<file path="src/rtl/dma_controller.sv">
// Byte DMA engine: stalls the CPU, owns the RAM bus and copies SRC->DST for LEN bytes.
// Optional fill mode (constant FILL byte to DST) is built when DMA_FILL_EN is defined.
module dma_controller (
    input  logic        clk_i,
    input  logic        rst_n_i,
    input  logic        R_W_n,
    input  logic [2:0]  reg_addr_i,
    input  logic [7:0]  data_i,
    input  logic        dma_cs,
    output logic [7:0]  data_o,
    output logic        cpu_rdy_o,
    output logic        bus_own_o,
    output logic [15:0] mem_addr_o,
    output logic        mem_we_o,
    output logic [7:0]  mem_data_o,
    input  logic [7:0]  mem_data_i
);

    typedef enum logic [2:0] {IDLE, HOLD, RD, WR, DONE} state_t;

    state_t      state, state_nxt;
    logic [15:0] src, dst, len;
    logic        fill, done;
    logic        busy, reg_wr, reg_rd, start, fill_bit;

`ifdef DMA_FILL_EN
    logic [7:0]  fill_val;
    assign fill_bit = data_i[1];
`else
    assign fill_bit = 1'b0;
`endif

    assign busy   = (state != IDLE);
    assign reg_wr = dma_cs && !R_W_n && !busy;
    assign reg_rd = dma_cs && R_W_n;
    assign start  = reg_wr && (reg_addr_i == 3'd6) && data_i[0];

    always_ff @(posedge clk_i) begin
        if (!rst_n_i) begin
            state <= IDLE;
            src   <= '0;
            dst   <= '0;
            len   <= '0;
            fill  <= 1'b0;
            done  <= 1'b0;
`ifdef DMA_FILL_EN
            fill_val <= '0;
`endif
        end else begin
            state <= state_nxt;
            if (reg_wr) begin
                case (reg_addr_i)
                    3'd0: src[7:0]  <= data_i;
                    3'd1: src[15:8] <= data_i;
                    3'd2: dst[7:0]  <= data_i;
                    3'd3: dst[15:8] <= data_i;
                    3'd4: len[7:0]  <= data_i;
                    3'd5: len[15:8] <= data_i;
                    3'd6: fill      <= fill_bit;
`ifdef DMA_FILL_EN
                    3'd7: fill_val  <= data_i;
`endif
                    default: ;
                endcase
            end
            // One byte retires per WR cycle; pointers wrap naturally at 16 bits.
            if (state == WR) begin
                if (!fill)
                    src <= src + 16'd1;
                dst <= dst + 16'd1;
                len <= len - 16'd1;
            end
            if (reg_rd && reg_addr_i == 3'd6)
                done <= 1'b0;
            if ((start && len == 16'd0) || state == DONE)
                done <= 1'b1;
        end
    end

    always_comb begin
        state_nxt = state;
        case (state)
            IDLE: if (start && len != 16'd0) state_nxt = HOLD;
            HOLD: state_nxt = fill ? WR : RD;
            RD:   state_nxt = WR;
            WR: begin
                if (len == 16'd1)
                    state_nxt = DONE;
                else
                    state_nxt = fill ? WR : RD;
            end
            DONE: state_nxt = IDLE;
            default: state_nxt = IDLE;
        endcase
    end

    always_comb begin
        cpu_rdy_o  = (state == IDLE);
        bus_own_o  = (state == RD) || (state == WR);
        mem_we_o   = (state == WR);
        mem_addr_o = '0;
        mem_data_o = '0;
        if (state == RD)
            mem_addr_o = src;
        if (state == WR) begin
            mem_addr_o = dst;
`ifdef DMA_FILL_EN
            mem_data_o = fill ? fill_val : mem_data_i;
`else
            mem_data_o = mem_data_i;
`endif
        end
    end

    always_comb begin
        data_o = '0;
        case (reg_addr_i)
            3'd0: data_o = src[7:0];
            3'd1: data_o = src[15:8];
            3'd2: data_o = dst[7:0];
            3'd3: data_o = dst[15:8];
            3'd4: data_o = len[7:0];
            3'd5: data_o = len[15:8];
            3'd6: data_o = {busy, done, 4'b0000, fill, 1'b0};
`ifdef DMA_FILL_EN
            3'd7: data_o = fill_val;
`endif
            default: data_o = '0;
        endcase
    end

endmodule
</file>
<file path="config.mk">
export PLATFORM = sky130hd
export DESIGN_NAME = dma_controller
export DESIGN_NICKNAME = d
export VERILOG_FILES = /design/src/rtl/dma_controller.sv
export SDC_FILE = /design/constraint.sdc
export NUM_CORES = 1
export LEC_CHECK = 0
export CAP_MARGIN = 0
export CORE_MARGIN = 8
export CORE_UTILIZATION = 42
export DETAILED_ROUTE_END_ITERATION = 7
export HOLD_SLACK_MARGIN = 0.06
export PLACE_DENSITY = 0.71
export SYNTH_ARGS = -nofsm -noshare
export SYNTH_HDL_FRONTEND = slang
export SYNTH_SLANG_ARGS = --single-unit
</file>
<file path="constraint.sdc">
create_clock -name clk_i -period 4.9 [get_ports clk_i]
set_clock_uncertainty 0.05 [all_clocks]
set_input_delay 0.735 -clock clk_i [delete_from_list [all_inputs] [get_ports clk_i]]
set_output_delay 0.735 -clock clk_i [all_outputs]
set_load 0.01 [all_outputs]
</file>
== Word level (Yosys, flattened, before mapping) ==
Index checks and enable logic that the tools add are counted.

* Flip-flop bits (word level): 52
* Logic and storage cells: 75
* Input bits: 23
* Output and inout bits: 35

* Add/sub/neg operators: 3
* Reductions and logical operators: 31
* Multiplexer cells: 21
* Equal/unequal tests: 12

{| class="wikitable"
|+ Operator list
! cell !! number
|-
| 16-bit two-way mux || 8
|-
| 8-bit two-way mux || 7
|-
| 8-bit case mux with 7 select lines || 1
|-
| 16-bit by 1-bit adder with 16-bit output (second input constant) || 2
|-
| 16-bit by 1-bit equality test with 1-bit output (second input constant) || 1
|-
| 16-bit logical NOT || 1
|-
| 16-bit nonzero test || 1
|-
| 2-bit nonzero test || 8
|-
| 16-bit by 1-bit subtractor with 16-bit output (second input constant) || 1
|-
| 3-bit by 2-bit equality test with 1-bit output (second input constant) || 4
|-
| 3-bit equality test (second input constant) || 4
|-
| 3-bit case mux with 4 select lines || 1
|-
| 2-bit AND reduction || 6
|-
| 1-bit logical AND || 8
|-
| 3-bit by 1-bit equality test with 1-bit output (second input constant) || 2
|-
| 3-bit logical NOT || 2
|-
| 3-bit two-way mux || 2
|-
| 3-bit nonzero test || 1
|-
| 1-bit logical NOT || 2
|-
| 1-bit logical OR || 2
|-
| 1-bit two-way mux || 2
|-
| 2-bit by 1-bit inequality test with 1-bit output (second input constant) || 1
|}

== Longest topological paths before layout ==
* Word-level depth: 8
* Mapped depth: 7
* Mapped depth without buffers: 6

== Worst setup path after synthesis ==
No wires, ideal clock.

* Kind: input -> output
* Start: in reg_addr_i[0]
* End: out data_o[0]
* Path buffers: 3
* Path slack: 2026 ps
* Data required time: 4115 ps
* Data arrival time: 2089 ps
* Cell stages on the path: 5
* Cell sequence: buf_1 -> buf_1 -> clkbuf_1 -> a31oi_1 -> o221ai_1

* Cells in the longest elaborated chain, start to end: 2
* Elaborated cells between the ends (all ways): 8
* Classes of those cells: 6 x eq/ne; 1 x mux; 1 x reduce/logical

{| class="wikitable"
|+ Ends and longest elaborated chain
! what !! line !! source
|-
| start: declaration || 7 || <nowiki>input logic [2:0] reg_addr_i,</nowiki>
|-
| 3-bit equality test, or another cell as far along || n/a ||
|-
| 8-bit case mux with 7 select lines (*) || 117 || <nowiki>case (reg_addr_i)</nowiki>
|-
| end: declaration || 10 || <nowiki>output logic [7:0] data_o,</nowiki>
|}

Every way passes the cells marked *; elsewhere a longest branch is shown, timed or not.

== Worst setup path in the final report ==
* Start: reg state[2]
* End: out mem_addr_o[11]

* Cells in the longest elaborated chain, start to end: 3
* Elaborated cells between the ends (all ways): 4
* Classes of those cells: 2 x eq/ne; 2 x mux

{| class="wikitable"
|+ Ends and longest elaborated chain
! what !! line !! source
|-
| start: declaration || 21 || <nowiki>state_t state, state_nxt;</nowiki>
|-
| start signal: assignment || 50 || <nowiki>state <= state_nxt;</nowiki>
|-
| 3-bit by 2-bit equality test with 1-bit output || 103 || <nowiki>if (state == RD)</nowiki>
|-
| 16-bit two-way mux || 103 ||
|-
| 16-bit two-way mux (*) || 105 || <nowiki>if (state == WR) begin</nowiki>
|-
| end: declaration || 13 || <nowiki>output logic [15:0] mem_addr_o,</nowiki>
|}

Marks and branches as above.

==> summary.txt <==
Status
  • Status: finished, final reports clean

Synth
  • Ys async rst share: 0%
  • Register bit total from synthesis: 52
  • Cell with the most instances after synthesis: dfxtp_1
  • Top-area cell type share of the netlist area: 27.3%
  • Synth area leaders: dfxtp_1 27%, a31oi_1 4.6%, nand2_1 4.4%
  • Post-Syn Nets: 524
  • YS warnings: 0
  • Post-Synthesis Cells: 497
  • Syn_area_per_cell: 7.68 um2
  • Post-synthesis sequential area ratio: 27.3%
  • Post-Syn Area: 3820 um2
  • Cell taking the most area after synthesis: dfxtp_1
  • Post-synth top flop: dfxtp_1
  • EDFF count, synth: 0
  • Synth cell count leaders: 52 x dfxtp_1, 45 x nand2_1, 33 x clkbuf_1
  • Unique masters post-synth: 61

GRT
  • Largest net degree at the start of global routing: 47
  • First-pass GRT wire length: 21800 um
  • Vias in the first global route: 3931
  • Total gr overflow: 0
  • Tot GR Track Use: 21.4%
  • Initial antenna violation count: 0

Final layout
  • Diode count: 0
  • Nets: 552
  • Design area: 4490 um2
  • Core Util, Final: 51.3%
  • Share of cells above drive strength 1: 6.48%
  • Area growth syn-to-layout: 17.7%
  • # fillers: 840

STA
  • Crit path time final: 4.09 ns
  • Pins Over Slew Limit: 0
  • RSZ-0062 raised after global routing: no
  • Final hold slack: 0.486 ns
  • Tcrit/Tclk final: 83.5%
  • Endpoints failing setup: 0
  • Rel. slew slack: 28.8%
  • TNS Setup: 0 ns
  • Worst slew pin tran: 1.06 ns
  • Fmax: 244 MHz
  • Final hold vios: 0

Setup path
  • CP Launch Type: register
  • Crit. End Element: output pin
  • Worst EP required: 4.12 ns
  • CP arrival: 3.31 ns
  • Worst Path Max Fanout: 46
  • Crit Path Class: reg -> out

Clock tree
  • Clock transition at path regs: 0.09 ns
  • TritonCTS clock tree: built
  • Root Buffer: clkbuf_8
  • H-tree depth: 2
  • Post-CTS Resized: 0
  • Postcts setup bufs: 0
  • Latest clock arrival within the worst-skew pair: 0.31 ns
  • CTS sink cnt: 52
  • Number of hold buffers added after cts: 0
  • CTS Buf Count: 5
  • CTS max path bufs: 2

Drt
  • DR WL met3: 1460 um
  • Met2 WL: 6200 um
  • DR iter-0 viols: 497
  • Length of routed wiring on met1: 5680 um
  • Drt pass-1 iters: 5
  • DR top layer: met4
  • Post-route DRC: 0
  • Final wirelength: 13900 um
  • Via density: 6.90
  • Via count: 4369
  • Routed wire per std cell: 22.0 um
  • ANT nets after route: 0

Placed design
  • Placed Area: 4420 um2
  • Hpwl dp: 9990 um
  • RD Place Congestion: 0.984
  • # port buffers: 57

Power and ir drop
  • Pwr dens: 173 nW/um2
  • Peak VDD IR: 0.106 mV
  • Leakage Power: 1.51 nW

Floorplan
  • Die height: 111 um
  • Row Count: 34
  • Core Box Area: 8760 um2
  • Initial core utilization: 43.6%
  • Die X-Extent: 111 um
  • Top Ports: 58
  • Die Area: 12400 um2

Hold path
  • Worst min-delay path class: reg -> reg

Job
  • Max-capacitance violation count: 0
## worst max-delay path, stage by stage, from the launching register on
cell             delay, ns
dfxtp_1               0.57
nand3b_1              0.16
buf_4                 0.41
clkinv_1              0.82
a22o_1                0.53
clkdlybuf4s50_1       0.49
## per-layer routing
| layer | track usage (%) | vias to the layer above |
|---|---|---|
| met4 | 10.6 | 0 |
| met2 | 32.9 | 284 |
| li1 | - | 1982 |
| met3 | 4.72 | 52 |
| met5 | 0 | - |
| met1 | 27.6 | 2051 |
## sequential cells by signal, summed over array words and instances, names as in the netlist
| name | count |
|---|---|
| dst | 16 |
| len | 16 |
| done | 1 |
| state | 3 |
| src | 16 |
## cell type report
cell class | instances | area, um2 | area share [%]
tap | 108 | 135 | 3.01
clock buffer | 6 | 72.6 | 1.61
multi-input combinational | 391 | 2580 | 57.3
sequential | 52 | 1040 | 23.2
clock inverter | 1 | 5.00 | 0.111
inverter | 11 | 41.3 | 0.919
timing repair buffer | 64 | 623 | 13.9
## report_power, final
group	total, mW	internal [mW]	leakage, nW	switching, mW
registers	0.440	0.428	0.420	0.0120
logic	0.0975	0.0396	1.05	0.0579
clock network	0.240	0.0977	0.0410	0.143
## placed cells by master, fill, tap and decap left out, types with 5 or more instances in the layout
cell	synthesis	layout
a21oi_1	27	27
a22o_1	18	18
a22oi_1	7	7
a2bb2oi_1	8	8
a31oi_1	28	28
and2_1	12	12
and3_1	6	6
and4_1	8	8
buf_4	0	7
clkbuf_8	0	5
clkdlybuf4s50_1	0	57
dfxtp_1	52	52
inv_1	9	9
mux2_2	7	7
mux2i_1	14	14
nand2_1	45	45
nand3_1	32	32
nand3b_1	5	5
nand4_1	19	19
nor2_1	22	22
nor2b_1	6	6
nor3_1	8	7
nor4_1	12	12
o211ai_1	7	7
o21ai_0	18	18
or3_1	9	9
or4_1	7	7
## worst paths after layout
path / start / endpoint / slack [ns] / cells after the start
setup / recovery: state[2] / mem_addr_o[11] / 0.81 / 5
hold reg to reg: len[14] / len[14] / 0.49 / 2
hold / removal: len[14] / len[14] / 0.49 / 2
setup reg to reg: state[2] / src[8] / 1.66 / 7
## metrics by stage
step / power [mW] / instances / worst slack, ns
final: 0.778 / 633 / 0.809
after global routing: 0.806 / 633 / 0.626
after detailed placement: 0.544 / 626 / 1.10
after floorplan: 0.496 / 497 / 2.03
after global placement: 0.543 / 626 / 1.16
after CTS: 0.777 / 633 / 0.856
## kinds of logic after synthesis
| logic type | synth area share [%] |
|---|---|
| simple gates | 32.0 |
| buf+inv | 5.38 |
| mux | 7.01 |
| xor+xnor | 0.459 |
| fa+ha+maj | 1.31 |
| compound gates | 26.6 |
| flops | 27.3 |
(Power assumes the default switching activity.)
